==> config.mk <==
export PLATFORM = sky130hd
export DESIGN_NAME = bist_scheduler
export DESIGN_NICKNAME = d
export VERILOG_FILES = /design/src/rtl/bist_pkg.sv /design/src/rtl/bist_slot_pick.sv /design/src/rtl/bist_scheduler.sv
export SDC_FILE = /design/constraint.sdc
export NUM_CORES = 1
export LEC_CHECK = 0
export BUFFER_PORTS_ARGS = -buffer_cell sky130_fd_sc_hd__buf_2
export CAP_MARGIN = 5
export CORE_ASPECT_RATIO = 1.4
export CORE_MARGIN = 5
export CORE_UTILIZATION = 35
export DETAILED_ROUTE_END_ITERATION = 16
export PLACE_DENSITY = 0.68
export SYNTH_ARGS = -nofsm -noshare
export SYNTH_HDL_FRONTEND = slang
export SYNTH_SLANG_ARGS = --single-unit
==> constraint.sdc <==
create_clock -name CLK -period 1.6 [get_ports CLK]
set_input_delay 0.16 -clock CLK [delete_from_list [all_inputs] [get_ports CLK]]
set_output_delay 0.16 -clock CLK [all_outputs]
set_load 0.01 [all_outputs]
==> src/rtl/bist_pkg.sv <==
// Shared types and constants for the BIST scheduler: FSM encoding, default
// slot/watchdog sizing and the release hold length.
package bist_pkg;

    typedef enum logic [2:0] {
        IDLE    = 3'd0,
        SCAN    = 3'd1,
        LAUNCH  = 3'd2,
        RUN     = 3'd3,
        RELEASE = 3'd4,
        DONE_S  = 3'd5
    } bist_state_t;

    localparam int NSLOT_DEF   = 4;
    localparam int TIMEOUT_DEF = 200;
    // Cycles START stays low so the controller settles in its restartable wait state.
    localparam int RELEASE_CYC = 2;

endpackage

==> src/rtl/bist_slot_pick.sv <==
// Lowest-set-bit priority encoder: picks the next pending slot to test.
module bist_slot_pick #(
    parameter int NSLOT  = 4,
    parameter int SLOT_W = 2
) (
    input  logic [NSLOT-1:0]  pend,
    output logic [SLOT_W-1:0] idx,
    output logic              any
);

    // Scan downwards so the lowest set bit is the last (winning) assignment.
    always_comb begin
        idx = '0;
        any = 1'b0;
        for (int i = NSLOT - 1; i >= 0; i--) begin
            if (pend[i]) begin
                idx = SLOT_W'(i);
                any = 1'b1;
            end
        end
    end

endmodule

==> src/rtl/bist_scheduler.sv <==
// Runs one shared BIST controller over each enabled CUT slot in ascending
// order, collecting per-slot signature verdicts under a per-session watchdog.
module bist_scheduler
    import bist_pkg::*;
#(
    parameter int NSLOT   = NSLOT_DEF,
    parameter int SLOT_W  = 2,
    parameter int TIMEOUT = TIMEOUT_DEF,
    parameter int TO_W    = 8
) (
    input  logic              CLK,
    input  logic              RESET,
    input  logic              GO,
    input  logic [NSLOT-1:0]  SLOT_EN,
    input  logic              INIT,
    input  logic              FINISH,
    input  logic              BIST_END,
    input  logic              SIG_OK,
    output logic              BIST_START,
    output logic [SLOT_W-1:0] SEL,
    output logic              BUSY,
    output logic              DONE,
    output logic [NSLOT-1:0]  PASS_MAP,
    output logic              FAIL_ANY,
    output logic              TIMEOUT_ERR,
    output logic [2:0]        STATE_DBG
);

    bist_state_t       state_q, state_d;
    logic [NSLOT-1:0]  pend_q, en_q, pass_q;
    logic [SLOT_W-1:0] sel_q;
    logic [TO_W-1:0]   wdog_q;
    logic [1:0]        rel_q;
    logic              fail_q, to_q;
    logic [SLOT_W-1:0] pick_idx;
    logic              pick_any;
    logic              wdog_exp, to_hit, fin_hit;
    logic              unused_bist_end;

    // BIST_END is observed by the bench/top only; nothing here depends on it.
    assign unused_bist_end = BIST_END;

    bist_slot_pick #(.NSLOT(NSLOT), .SLOT_W(SLOT_W)) u_pick (
        .pend (pend_q),
        .idx  (pick_idx),
        .any  (pick_any)
    );

    // wdog_q holds the number of LAUNCH/RUN cycles already completed this session.
    assign wdog_exp = (wdog_q == TO_W'(TIMEOUT - 1));
    assign fin_hit  = (state_q == RUN) && FINISH;
    assign to_hit   = ((state_q == LAUNCH) || (state_q == RUN)) && (state_d == DONE_S);

    always_comb begin
        state_d = state_q;
        case (state_q)
            IDLE:    if (GO) state_d = (SLOT_EN == '0) ? DONE_S : SCAN;
            SCAN:    state_d = pick_any ? LAUNCH : DONE_S;
            LAUNCH: begin
                if (wdog_exp)  state_d = DONE_S;
                else if (INIT) state_d = RUN;
            end
            RUN: begin
                if (FINISH)        state_d = RELEASE;
                else if (wdog_exp) state_d = DONE_S;
            end
            RELEASE: if (rel_q == 2'(RELEASE_CYC - 1)) state_d = SCAN;
            DONE_S:  if (!GO) state_d = IDLE;
            default: state_d = IDLE;
        endcase
    end

    always_ff @(posedge CLK or posedge RESET) begin
        if (RESET) begin
            state_q <= IDLE;
            pend_q  <= '0;
            en_q    <= '0;
            pass_q  <= '0;
            sel_q   <= '0;
            wdog_q  <= '0;
            rel_q   <= '0;
            fail_q  <= 1'b0;
            to_q    <= 1'b0;
        end else begin
            state_q <= state_d;

            if (state_q == IDLE && GO) begin
                pend_q <= SLOT_EN;
                en_q   <= SLOT_EN;
                pass_q <= '0;
                to_q   <= 1'b0;
                fail_q <= 1'b0;
            end

            if (state_q == SCAN && pick_any) sel_q <= pick_idx;

            if (state_q == LAUNCH && INIT && !wdog_exp) pend_q[sel_q] <= 1'b0;

            if (state_q == SCAN) begin
                wdog_q <= '0;
            end else if ((state_q == LAUNCH || state_q == RUN) && (wdog_q != {TO_W{1'b1}})) begin
                wdog_q <= wdog_q + 1'b1;
            end

            if (state_q == RELEASE) rel_q <= rel_q + 1'b1;
            else                    rel_q <= '0;

            if (fin_hit) pass_q[sel_q] <= SIG_OK;

            if (to_hit) begin
                pass_q[sel_q] <= 1'b0;
                to_q          <= 1'b1;
            end

            // Summary verdict is taken once, on the way into DONE_S.
            if (state_d == DONE_S && state_q != DONE_S) begin
                fail_q <= to_hit || ((state_q == SCAN) && ((en_q & ~pass_q) != '0));
            end
        end
    end

    assign BIST_START  = (state_q == LAUNCH) || (state_q == RUN);
    assign BUSY        = (state_q == SCAN) || (state_q == LAUNCH) ||
                         (state_q == RUN)  || (state_q == RELEASE);
    assign DONE        = (state_q == DONE_S);
    assign SEL         = sel_q;
    assign PASS_MAP    = pass_q;
    assign FAIL_ANY    = fail_q;
    assign TIMEOUT_ERR = to_q;
    assign STATE_DBG   = state_q;

endmodule

# After elaboration in Yosys (flattened, before gate mapping)

Cells that the tools add are included.

$add $sub $neg: 2
Order comparisons: 2
Eq/ne operators: 10
Multiplexer cells: 32
Bitwise gates (word level): 5
Reduce and logical (&&, ||, !) cells: 22

Operators by type and width:

| kind                                                 | number |
|---|---|
| two-way mux 3 bit                                    | 9 |
| two-way mux 4 bit                                    | 5 |
| case mux 3 bit (6 select lines)                      | 1 |
| two-way mux 8 bit                                    | 2 |
| bitwise AND 4 bit                                    | 3 |
| logical AND 1 bit                                    | 10 |
| two-way mux 2 bit                                    | 5 |
| equality test 3 bit (second input constant)          | 3 |
| adder 8 x 1 -> 8 bit (second input constant)         | 1 |
| equality test 8 bit (second input constant)          | 1 |
| two-way mux 1 bit                                    | 8 |
| != test 8 bit (second input constant)                | 1 |
| NOT 4 bit                                            | 2 |
| equality test 3 x 2 -> 1 bit (second input constant) | 2 |
| nonzero test 2 bit                                   | 3 |
| logical OR 1 bit                                     | 5 |
| bitwise mux 4 bit                                    | 1 |
| logical NOT 4 bit                                    | 1 |
| nonzero test 4 bit                                   | 1 |
| equality test 3 x 1 -> 1 bit (second input constant) | 1 |
| logical NOT 3 bit                                    | 1 |
| < comparator 2 x 3 -> 1 bit (second input constant)  | 1 |
| != test 3 bit (second input constant)                | 1 |
| adder 2 x 1 -> 2 bit (second input constant)         | 1 |
| 4 further kinds                                      | 4 |

Register bits after elaboration: 29
Input port bits: 11
Output and inout port bits: 14
Word-level logic and storage cells: 82

# Longest topological paths before layout

Gate-level depths: netlist of the first run.

Word-level depth: 10
Depth in mapped cells: 7
Depth with buffers taken out: 7

# Hierarchy

A second synthesis of the first run with hierarchy kept.

Cells, all modules: 162
Area total of the unflattened synthesis: 1,585.3 sq um

By module, submodules not included:

| module         | instances | cells each | area each (sq um) | sequential area each (sq um) |
|---|---|---|---|---|
| bist_scheduler | 1         | 155        | 1,550.2           | 725.7 |
| bist_slot_pick | 1         | 7          | 35.0              | 0.0 |

# Worst setup path after synthesis of the first run

No wires, ideal clock.

Path type: register to register
Start: register wdog_q[0]
End: register fail_q (netlist: FAIL_ANY)
Library setup time: 0.122 ns
Arrival: 1.567 ns
Required time: 1.478 ns
Setup slack: -0.089 ns
Stages on the path, launching flop included: 7
Buffers on the path: 0
Clock period less this slack: 1.689 ns
Cell sequence: dfrtp_1 > ha_1 > nand4_1 > nor3_4 > o41ai_1 > o21ai_1 > a32o_1

Cells in the longest elaborated chain, start to end: 8
Elaborated cells on any way between the ends: 11
Those cells by class: eq/ne: 2; mux: 5; reduce/logical: 4

Ends and longest elaborated chain:

| item                              | line                                        | source |
|---|---|---|
| start: declaration                | bist_scheduler.sv:32                        | `logic [TO_W-1:0] wdog_q;` |
| start signal: assignment          | bist_scheduler.sv:102                       | `wdog_q <= wdog_q + 1'b1;` |
| equality test 8 bit *             | bist_scheduler.sv:50                        | `assign wdog_exp = (wdog_q == TO_W'(TIMEOUT - 1));` |
| two-way mux 3 bit                 | bist_scheduler.sv:65                        | `else if (wdog_exp) state_d = DONE_S;` |
| two-way mux 3 bit                 | bist_scheduler.sv:64                        | `if (FINISH) state_d = RELEASE;` |
| case mux 3 bit (6 select lines) * | bist_scheduler.sv:56                        | `case (state_q)` |
| equality test 3 bit *             | bist_scheduler.sv:52, bist_scheduler.sv:116 |  |
| logical AND 1 bit                 | bist_scheduler.sv:52                        | `assign to_hit = ((state_q == LAUNCH) \|\| (state_q == RUN)) && (state_d == DONE_S);` |
| logical OR 1 bit                  | bist_scheduler.sv:117                       | `fail_q <= to_hit \|\| ((state_q == SCAN) && ((en_q & ~pass_q) != '0));` |
| two-way mux 1 bit                 | bist_scheduler.sv:116                       | `if (state_d == DONE_S && state_q != DONE_S) begin` |
| end signal: assignment            | bist_scheduler.sv:117                       |  |
| end: declaration                  | bist_scheduler.sv:34                        | `logic fail_q, to_q;` |

Mark *: on every way between the ends. The rest lies on a longest branch, timed or not.
A chain may end at the register's enable or synchronous reset.

# Worst setup path in the final report of the first run

Start: register state_q[1] (netlist: STATE_DBG[1])
End: register pass_q[3] (netlist: PASS_MAP[3])

Cells in the longest elaborated chain, start to end: 7
Elaborated cells on any way between the ends: 24
Those cells by class: eq/ne: 6; mux: 12; bitwise: 1; reduce/logical: 5

Ends and longest elaborated chain:

| item                                                                                    | line                  | source |
|---|---|---|
| start: declaration                                                                      | bist_scheduler.sv:29  | `bist_state_t state_q, state_d;` |
| start signal: assignment                                                                | bist_scheduler.sv:85  | `state_q <= state_d;` |
| parallel branches: the longest is 6 deep, another holds case mux 3 bit (6 select lines) | --                    |  |
| two-way mux 4 bit *                                                                     | bist_scheduler.sv:110 | `if (to_hit) begin` |
| end signal: assignment                                                                  | bist_scheduler.sv:90  | `pass_q <= '0;` |
| end signal: indexed assignment                                                          | bist_scheduler.sv:108 | `if (fin_hit) pass_q[sel_q] <= SIG_OK;` |
| end signal: indexed assignment                                                          | bist_scheduler.sv:111 | `pass_q[sel_q] <= 1'b0;` |
| end: declaration                                                                        | bist_scheduler.sv:30  | `logic [NSLOT-1:0] pend_q, en_q, pass_q;` |

Mark *: on every way between the ends.

==> flow_metrics.py, run 1 <==
metrics = {
    "placement": {
        "place_ws_ns": -0.114,
        "place_congestion": 0.798,
        "port_buffers": 23,
        "dp_cells": 271,
        "dp_hpwl_um": 2850,
    },
    "synth": {
        "synthFlopType": "dfrtp_1",
        "ys_seq_elements": 29,
        "synth_cell_types": 53,
        "syn_inst": 165,
        "synth.area.top_cells": "dfrtp_1, nand2_1, nor2_1",
        "syn_area_sq_um": 1580,
        "seq_area_frac_synth": 0.459,
        "synth_top_cell_by_area": "dfrtp_1",
        "synth_nets": 178,
        "syn_avg_cell_area_sq_um": 9.58,
        "ys_warn_count": 0,
        "synth_top_area_frac": 0.459,
        "synth-edff-count": 0,
        "async_flop_share": 1.00,
    },
    "layout": {
        "area_delta_synth_final_pct": 45.2,
        "layout_commonest_cell": "buf_4",
        "nets": 241,
        "antenna_cells": 0,
        "utilization": 0.514,
        "stdcell_count": 291,
        "n_fill_cell": 411,
        "drive_above_1_share": 0.454,
        "final_cell_mix": "buf_4, dfrtp_1, buf_2",
    },
    "clocking": {
        "htree_levels": 2,
        "root_buffer": "clkbuf_8",
        "numCtsBuffers": 5,
        "cts_buffer_depth": 2,
        "clkSlewWorstSetupHoldPaths_ns": 0.07,
        "cts_tree": "built",
        "clk_latency_ns": 0.29,
        "cts.sinks": 29,
    },
    "detailed_routing": {
        "wl_per_cell_um": 13.8,
        "dr.pass1.iters": 4,
        "wl_met2_um": 2200,
        "ant_nets": 0,
        "drtIter0Drc": 61,
        "drt-met1-wl_um": 1590,
        "met3_length_um": 112,
        "vias": 1436,
        "drt-total-wl_um": 4030,
        "remaining_drc_errors": 0,
        "vias_per_cell": 4.93,
        "maxUsedRoutingLayer": "met4",
    },
    "timing": {
        "slew_viol_final": 0,
        "relSlewSlack": 0.529,
        "fmax_ghz": 0.605,
        "hold_viol": 0,
        "skew_ns": 0.0110,
        "worstMarginPinSlew_ns": 0.699,
        "finalSetupViolCount": 6,
        "setup_slack_ns": -0.0538,
        "holdWs_ns": 0.118,
        "fin_crit_sh": 1.03,
        "grt_setup_unrepaired": "true",
        "period_minus_slack_ns": 1.65,
    },
    "setup_path": {
        "endpoint_kind": "flip-flop",
        "worst_setup_path_start_kind": "flip-flop",
        "r2r_start": "STATE_DBG[1]",
        "rrSetupSlack_ns": -0.05,
        "ff2ff_path_depth": 5,
        "crit_required_ns": 1.79,
        "r2r-end": "PASS_MAP[3]",
        "path_max_fanout": 6,
        "crit_arrival_ns": 1.84,
        "crit_type": "reg2reg",
    },
    "grt": {
        "grt.overflow.total": 0,
        "grt_pass1_wl_um": 6540,
        "grt_max_degree": 30,
        "grt_pass1_vias": 1444,
        "antenna_found_initial": 0,
        "grtUsageTotal": 0.148,
    },
    "run": {
        "maxCapViolCount": 0,
    },
    "power": {
        "p_leak_nw": 1.04,
        "p_per_area_nw_per_um2": 1890,
        "ir_worst_vdd_mv": 0.883,
    },
    "floorplanning": {
        "dieArea_sq_um": 5980,
        "initial_core_util": 0.354,
        "core_area_sq_um": 4460,
        "dieWidth_um": 66.8,
        "ios": 25,
        "floorplan.rows": 29,
        "dieHeight_um": 89.5,
    },
    "min_path": {
        "hold_end": "en_q[3]",
        "whs_path_depth": 3,
        "holdCritStartpoint": "SLOT_EN[3]",
        "hold_path_class": "in2reg",
    },
    "outcome": {
        "violations": "setup timing",
        "status": "complete, but fails checks",
    },
}
sequential cells by signal, summed over array words and instances (netlist names):
name	flops
FAIL_ANY	1
SEL	2
rel_q	2
wdog_q	8
en_q	4
TIMEOUT_ERR	1
STATE_DBG	3
pend_q	4
PASS_MAP	4
critical path, cell delays in order (launching register included):
cell,delay [ns]
dfrtp_2,0.46
buf_6,0.16
nor4b_4,0.43
a2111o_1,0.24
a21oi_2,0.09
a21o_1,0.16
layer usage:
| metal | vias to the layer above | global-route usage |
|---|---|---|
| met5 | - | 0 |
| met4 | 0 | 0.0850 |
| met3 | 11 | 0.0390 |
| met2 | 20 | 0.264 |
| met1 | 689 | 0.155 |
| li1 | 716 | - |
metrics by stage:
stage | cell area [sq um] | power (mW) | TNS (ns)
global placement | 1950 | 3.07 | -0.456
CTS | 2170 | 4.15 | -0.264
finish | 2300 | 4.34 | -0.251
detailed placement | 1950 | 3.10 | -0.753
global route | 2300 | 4.67 | -0.888
floorplan | 1590 | 2.34 | -0.0264
what timing repair did:
item                       4_1_cts  5_1_grt
hold buffers                     1        0
resized for setup                6       21
setup endpoints to repair       21       22
setup buffers                    6        5
cloned                           0        1
pin swaps                       13       13
hold endpoints to repair        29        0
how the worst max path moves through the flow:
stage                            start           to  slack, ns  cells past startpoint
after global routing      STATE_DBG[1]  PASS_MAP[0]      -0.11                      5
after global placement       wdog_q[0]  PASS_MAP[2]      -0.08                      6
after floorplan              wdog_q[0]     FAIL_ANY      -0.03                      6
after detailed placement     wdog_q[0]  PASS_MAP[1]      -0.11                      6
after CTS                    wdog_q[1]    wdog_q[7]      -0.06                      7
final                     STATE_DBG[1]  PASS_MAP[3]      -0.05                      5
layout make-up:
class                      instances  area, sq um  share of cell area
multi-input combinational        117          875               0.381
clock inverter                     3         65.1              0.0283
timing repair buffer              64          440               0.192
tap                               62         77.6              0.0338
inverter                          11         41.3              0.0180
sequential                        29          728               0.317
clock buffer                       5         68.8              0.0300
Yosys cell counts, types with 2 or more instances:
library cell and number:
dfrtp_1 29, nand2_1 22, nor2_1 16, o21ai_0 11, inv_1 10, o22ai_1 5, xnor2_1 5, a21o_1 4
a32oi_1 4, a21oi_1 3, buf_2 3, xor2_1 3, a22oi_1 2, buf_4 2, clkbuf_1 2, ha_1 2
mux2i_1 2, nor2b_1 2, nor3_1 2, o21ai_1 2, or3_1 2
power breakdown:
part           switching, mW  leakage [nW]  internal (mW)  total (mW)
registers              0.251         0.363          0.980        1.23
clock network          0.291        0.0681          0.618       0.910
logic                   1.06         0.613           1.13        2.19
kinds of logic (layout without fill, tap and decap cells):
family | after synthesis | after routing | synth area share
AO/OA/AOI/OAI | 45 | 45 | 0.206
multiplexers | 2 | 2 | 0.0127
AND/OR/NAND/NOR | 60 | 60 | 0.206
flip-flops | 29 | 29 | 0.459
XOR/XNOR | 8 | 8 | 0.0443
adder cells (fa/ha/maj) | 2 | 2 | 0.0158
buffers and inverters | 19 | 83 | 0.0570
Note: power is estimated with default switching activity, not from simulation.
==> run 2: changes to the inputs <==
--- a/config.mk
+++ b/config.mk
@@ -9,9 +9,10 @@
 export CAP_MARGIN = 5
 export CORE_ASPECT_RATIO = 1.4
 export CORE_MARGIN = 5
-export CORE_UTILIZATION = 35
+export CORE_UTILIZATION = 42
 export DETAILED_ROUTE_END_ITERATION = 16
-export PLACE_DENSITY = 0.68
+export PLACE_DENSITY = 0.76
+export REMOVE_ABC_BUFFERS = 1
 export SYNTH_ARGS = -nofsm -noshare
 export SYNTH_HDL_FRONTEND = slang
 export SYNTH_SLANG_ARGS = --single-unit
==> run 2 against run 1 <==
The run still ends with setup timing left. Via count rose by 0.42%. Non-clock buffer count fell by 3. Largest power group unchanged. Die area fell by 15%.
==> flow_metrics.py, run 2 (same netlist as run 1, synthesis figures left out) <==
metrics = {
    "clocking": {
        "numCtsBuffers": 5,
        "cts_buffer_depth": 2,
        "root_buffer": "clkbuf_8",
        "cts.sinks": 29,
        "cts_tree": "built",
        "clk_latency_ns": 0.29,
        "clkSlewWorstSetupHoldPaths_ns": 0.07,
        "htree_levels": 2,
    },
    "floorplanning": {
        "dieHeight_um": 82.6,
        "floorplan.rows": 26,
        "dieWidth_um": 61.9,
        "ios": 25,
        "dieArea_sq_um": 5110,
        "core_area_sq_um": 3640,
        "initial_core_util": 0.434,
    },
    "layout": {
        "area_delta_synth_final_pct": 38.2,
        "antenna_cells": 0,
        "final_cell_mix": "buf_4, dfrtp_1, buf_2",
        "drive_above_1_share": 0.407,
        "regMostFlops": "wdog_q",
        "layout_commonest_cell": "buf_4",
        "largest_reg_flops": 8,
        "utilization": 0.600,
        "nets": 238,
    },
    "grt": {
        "grt.overflow.total": 0,
        "grt_pass1_vias": 1487,
        "antenna_found_initial": 0,
        "grt_max_degree": 30,
        "grtUsageTotal": 0.175,
        "grt_pass1_wl_um": 6680,
    },
    "outcome": {
        "violations": "setup timing",
        "status": "complete, but fails checks",
    },
    "power": {
        "p_seq_frac": 0.310,
        "p_per_area_nw_per_um2": 1780,
        "p_leak_nw": 1.01,
        "ir_worst_vdd_mv": 1.24,
        "clkPwrFrac": 0.156,
        "sw_frac_of_total": 0.406,
        "power.internal_mw": 2.31,
        "p_comb_frac": 0.534,
        "power.total_mw": 3.89,
        "p_sw_mw": 1.58,
    },
    "timing": {
        "finalSetupViolCount": 8,
        "hold_viol": 0,
        "period_minus_slack_ns": 1.72,
        "relSlewSlack": 0.431,
        "worstMarginPinSlew_ns": 0.846,
        "fin_crit_sh": 1.08,
        "slew_viol_final": 0,
        "grt_setup_unrepaired": "true",
        "skew_ns": 0.0125,
        "fmax_ghz": 0.580,
        "setup_slack_ns": -0.125,
    },
    "placement": {
        "dp_hpwl_um": 2800,
        "port_buffers": 23,
        "place_congestion": 0.815,
        "place_ws_ns": -0.167,
    },
    "setup_path": {
        "path_max_fanout": 4,
        "crit_type": "reg2reg",
        "crit_arrival_ns": 1.96,
        "endpoint_kind": "flip-flop",
        "worst_setup_path_start_kind": "flip-flop",
        "crit_required_ns": 1.84,
    },
    "detailed_routing": {
        "remaining_drc_errors": 0,
        "dr.pass1.iters": 4,
        "wl_per_cell_um": 15.3,
        "drtIter0Drc": 43,
        "vias": 1442,
        "ant_nets": 0,
        "vias_per_cell": 5.38,
        "drt-total-wl_um": 4100,
    },
    "run": {
        "maxCapViolCount": 0,
    },
    "min_path": {
        "hold_path_class": "in2reg",
    },
}
==> run 2: final timing paths <==
check | cells after the start | slack (ns) | startpoint | endpoint
worst max-delay path | 7 | -0.12 | wdog_q[1] | PASS_MAP[0]
max in group asynchronous | 4 | 0.82 | RESET | STATE_DBG[0]
worst min-delay path | 3 | 0.13 | SLOT_EN[0] | en_q[0]
min in group asynchronous | 4 | 0.48 | RESET | rel_q[0]
worst min register to register | 1 | 0.51 | TIMEOUT_ERR | TIMEOUT_ERR
worst max register to register | 7 | -0.12 | wdog_q[1] | PASS_MAP[0]
==> run 2: repair_timing <==
item	CTS	global route
endpoints found under the setup margin	17	20
gates resized for setup	6	13
pin swaps	14	11
setup buffers	1	5
endpoints found under the hold margin	29	0
hold buffers	1	0
==> run 2: metal layers <==
| layer | vias up | GRT usage | part of all wire |
|---|---|---|---|
| li1 | 707 | - | - |
| met1 | 695 | 0.203 | 0.39 |
| met2 | 30 | 0.303 | 0.54 |
| met3 | 10 | 0.0358 | 0.038 |
| met4 | 0 | 0.0743 | 0.031 |
| met5 | - | 0 | 0 |
==> run 2: metrics by stage <==
stage / area (sq um) / hold slack (ns) / cells / TNS [ns]
floorplan: 1530 / 0.238 / 157 / -2.40
global placement: 1950 / 0.247 / 253 / -0.767
detailed placement: 1950 / 0.255 / 253 / -1.08
CTS: 2070 / 0.126 / 263 / -0.215
global route: 2190 / 0.137 / 268 / -1.94
finish: 2190 / 0.127 / 268 / -0.627
==> run 2: layout make-up <==
class                      instances  area, sq um
tap                               42         52.6
fill                             325         1460
sequential                        29          727
clock inverter                     3         17.5
inverter                          11         41.3
clock buffer                       5         68.8
timing repair buffer              61          427
multi-input combinational        117          852
==> run 2: critical path, stage by stage, from the launching register on <==
cell     delay (ns)
dfrtp_1        0.38
ha_2           0.19
nand4_1        0.10
buf_4          0.14
nor3_4         0.05
o41a_1         0.44
a21oi_2        0.23
a21o_1         0.14
==> run 2: power groups by stage <==
stage / clock [mW] / sequential, mW / combinational, mW
floorplan: 0 / 1.27 / 0.951
global placement: 0 / 1.20 / 1.82
detailed placement: 0 / 1.21 / 1.85
CTS: 0.609 / 1.20 / 1.91
global route: 0.649 / 1.24 / 2.29
finish: 0.608 / 1.21 / 2.08
==> run 3: changes to the inputs <==
--- a/config.mk
+++ b/config.mk
@@ -5,6 +5,7 @@
 export SDC_FILE = /design/constraint.sdc
 export NUM_CORES = 1
 export LEC_CHECK = 0
+export ABC_AREA = 1
 export BUFFER_PORTS_ARGS = -buffer_cell sky130_fd_sc_hd__buf_2
 export CAP_MARGIN = 5
 export CORE_ASPECT_RATIO = 1.4
==> run 3 against run 2 <==
Maximum frequency up 8.3%. The flow now finishes without violations. Clock power up 27%. Die area up 1.5%. Critical endpoint unchanged. Design area down 6.8%. Sequential share of layout area up 2.4 points. Global-route usage down 2.8 points. Non-clock buffer count down 26. Combinational power down 26%. Synthesized cell count up 28%. Area after synthesis up 1.7%. First-iteration DRC count up 19%. Count of clock-buffer cells in the layout up 2.
==> flow_metrics.py, run 3 <==
metrics = {
    "power": {
        "p_per_area_nw_per_um2": 1730,
        "p_comb_frac": 0.435,
        "p_sw_mw": 1.43,
        "p_seq_frac": 0.345,
        "sw_frac_of_total": 0.407,
        "ir_worst_vdd_mv": 1.29,
        "p_leak_nw": 1.11,
        "clkPwrFrac": 0.220,
        "power.internal_mw": 2.09,
        "power.total_mw": 3.52,
    },
    "clocking": {
        "numCtsBuffers": 5,
        "htree_levels": 2,
        "cts_buffer_depth": 2,
        "cts_tree": "built",
        "clk_latency_ns": 0.28,
        "clkSlewWorstSetupHoldPaths_ns": 0.06,
        "root_buffer": "clkbuf_8",
        "cts.sinks": 29,
    },
    "detailed_routing": {
        "drtIter0Drc": 51,
        "dr.pass1.iters": 4,
        "vias": 1476,
        "wl_per_cell_um": 12.5,
        "ant_nets": 0,
        "vias_per_cell": 4.99,
        "remaining_drc_errors": 0,
        "drt-total-wl_um": 3700,
    },
    "setup_path": {
        "cpPeakStageDelay_ns": 0.41,
        "r2r_start": "STATE_DBG[1]",
        "path_max_fanout": 5,
        "crit_start": "STATE_DBG[1]",
        "critPathSlowestCell": "dfrtp_1",
        "crit_type": "reg2reg",
        "crit_arrival_ns": 1.76,
        "path_buf_inv": 2,
        "cp_top_family": "simple AND/OR/NAND/NOR gates",
        "crit_required_ns": 1.77,
        "crit_chain": "inv_2 > nor2_4 > inv_2 > nor2_1 > nand2_1 > nand3_2 > nand2_2 > nor2_4 > a21oi_2",
        "endpoint_kind": "flip-flop",
        "worst_setup_path_start_kind": "flip-flop",
    },
    "synth": {
        "synth_top_area_frac": 0.451,
        "synth_most_common_cell": "nand2_1",
        "synth.area.top_cells": "dfrtp_1, nand2_1, inv_1",
        "synthSimpleGateAreaFrac": 0.292,
        "synth_common_cells": "nand2_1, inv_1, dfrtp_1, nor2_1, o21ai_0",
        "synth-xor-area-share": 0.00544,
        "synth-edff-count": 0,
        "synthMuxAreaShare": 0,
        "synth_cell_types": 26,
        "ys_seq_elements": 29,
        "async_flop_share": 1.00,
        "ys_warn_count": 0,
        "syn_avg_cell_area_sq_um": 7.59,
        "synth_compound_area_frac": 0.140,
        "seq_area_frac_synth": 0.451,
        "synthFlopType": "dfrtp_1",
        "synthAdderAreaFrac": 0.0156,
        "synth_top_cell_by_area": "dfrtp_1",
        "syn_inst": 212,
        "syn_area_sq_um": 1610,
        "synth_top_family_by_area": "simple AND/OR/NAND/NOR gates",
    },
    "layout": {
        "regMostFlops": "wdog_q",
        "largest_reg_flops": 8,
        "design_area_sq_um": 2040,
        "drive_above_1_share": 0.283,
        "antenna_cells": 0,
        "area_delta_synth_final_pct": 26.6,
        "layout_commonest_cell": "nand2_1",
        "final_cell_mix": "nand2_1, inv_1, dfrtp_1",
        "nets": 266,
    },
    "grt": {
        "grt_pass1_wl_um": 6270,
        "grt_max_degree": 30,
        "grt.overflow.total": 0,
        "grtUsageTotal": 0.147,
        "antenna_found_initial": 0,
        "grt_pass1_vias": 1460,
    },
    "timing": {
        "finalSetupViolCount": 0,
        "skew_ns": 0.00866,
        "fin_setup_tns_ns": 0,
        "relSlewSlack": 0.754,
        "worstMarginPinSlew_ns": 0.368,
        "grt_setup_unrepaired": "true",
        "period_minus_slack_ns": 1.59,
        "fmax_ghz": 0.628,
        "fin_crit_sh": 0.995,
        "slew_viol_final": 0,
        "holdWs_ns": 0.130,
        "hold_viol": 0,
    },
    "floorplanning": {
        "ios": 25,
        "initial_core_util": 0.438,
        "dieHeight_um": 83.2,
        "core_area_sq_um": 3680,
        "floorplan.rows": 26,
        "dieArea_sq_um": 5190,
        "dieWidth_um": 62.3,
    },
    "outcome": {
        "status": "finished clean",
    },
    "placement": {
        "dp_hpwl_um": 2750,
        "port_buffers": 23,
        "placed_area_sq_um": 1820,
        "place_congestion": 0.777,
    },
    "min_path": {
        "holdCritStartpoint": "SLOT_EN[2]",
        "hold_path_class": "in2reg",
    },
    "run": {
        "maxCapViolCount": 0,
    },
}
-- run 3: power groups by stage --
stage               Clock [mW]  Combinational [mW]  Sequential (mW)
global route             0.820                1.75             1.25
floorplan                    0               0.923             1.21
detailed placement           0                1.41             1.20
finish                   0.775                1.53             1.21
CTS                      0.788                1.42             1.19
global placement             0                1.37             1.19
-- run 3: cell families (layout without fill, tap and decap cells) --
logic type               Yosys count  after routing
XOR/XNOR                           1              1
flip-flops                        29             29
AO/OA/AOI/OAI                     37             37
buffers and inverters             39             81
adder cells (fa/ha/maj)            2              2
AND/OR/NAND/NOR                  104            104
-- run 3: area by class of cell --
class                   instances  area, sq um
clock inverters                 1         30.0
well taps                      42         52.6
inverters                      38          143
repair buffers                 35          208
flip-flops and latches         29          727
fillers                       354         1640
multi-input cells             144          791
clock buffers                   7         86.3
-- run 3: timing repair --
| item | 4_1_cts | 5_1_grt |
|---|---|---|
| hold buffers | 1 | 0 |
| gates resized for setup | 1 | 14 |
| pin swaps | 0 | 7 |
| endpoints found under the hold margin | 29 | 0 |
| setup buffers | 0 | 4 |
| setup endpoints to repair | 3 | 17 |
-- run 3: stage by stage --
stage / util / std cells / setup WS [ns]
finish: 0.554 / 296 / 0.00736
CTS: 0.530 / 292 / -0.0343
detailed placement: 0.495 / 283 / -0.0104
global route: 0.554 / 296 / -0.107
global placement: 0.495 / 283 / 0.0534
floorplan: - / 211 / 0.141
-- run 3: final timing paths --
check / to / slack (ns) / cells after the start
max in group asynchronous: STATE_DBG[0] / 0.82 / 4
worst min register to register: rel_q[0] / 0.43 / 1
worst min-delay path: en_q[2] / 0.13 / 3
worst max register to register: PASS_MAP[0] / 0.007 / 9
worst max-delay path: PASS_MAP[0] / 0.007 / 9
min in group asynchronous: pend_q[1] / 0.49 / 4
-- run 3: per-layer routing --
| metal | routed length [um] | track usage | up-vias |
|---|---|---|---|
| met5 | 0 | 0 | - |
| met4 | 76 | 0.0579 | 0 |
| met3 | 125 | 0.0432 | 7 |
| met2 | 1880 | 0.261 | 28 |
| met1 | 1620 | 0.159 | 687 |
| li1 | - | - | 754 |
-- run 3: worst register-to-register path: cells and delay by family (launching register included) --
kind	cells	cell delay (ns)
buffers and inverters	2	0.19
AO/OA/AOI/OAI	1	0.08
AND/OR/NAND/NOR	6	0.80
flip-flops	1	0.41
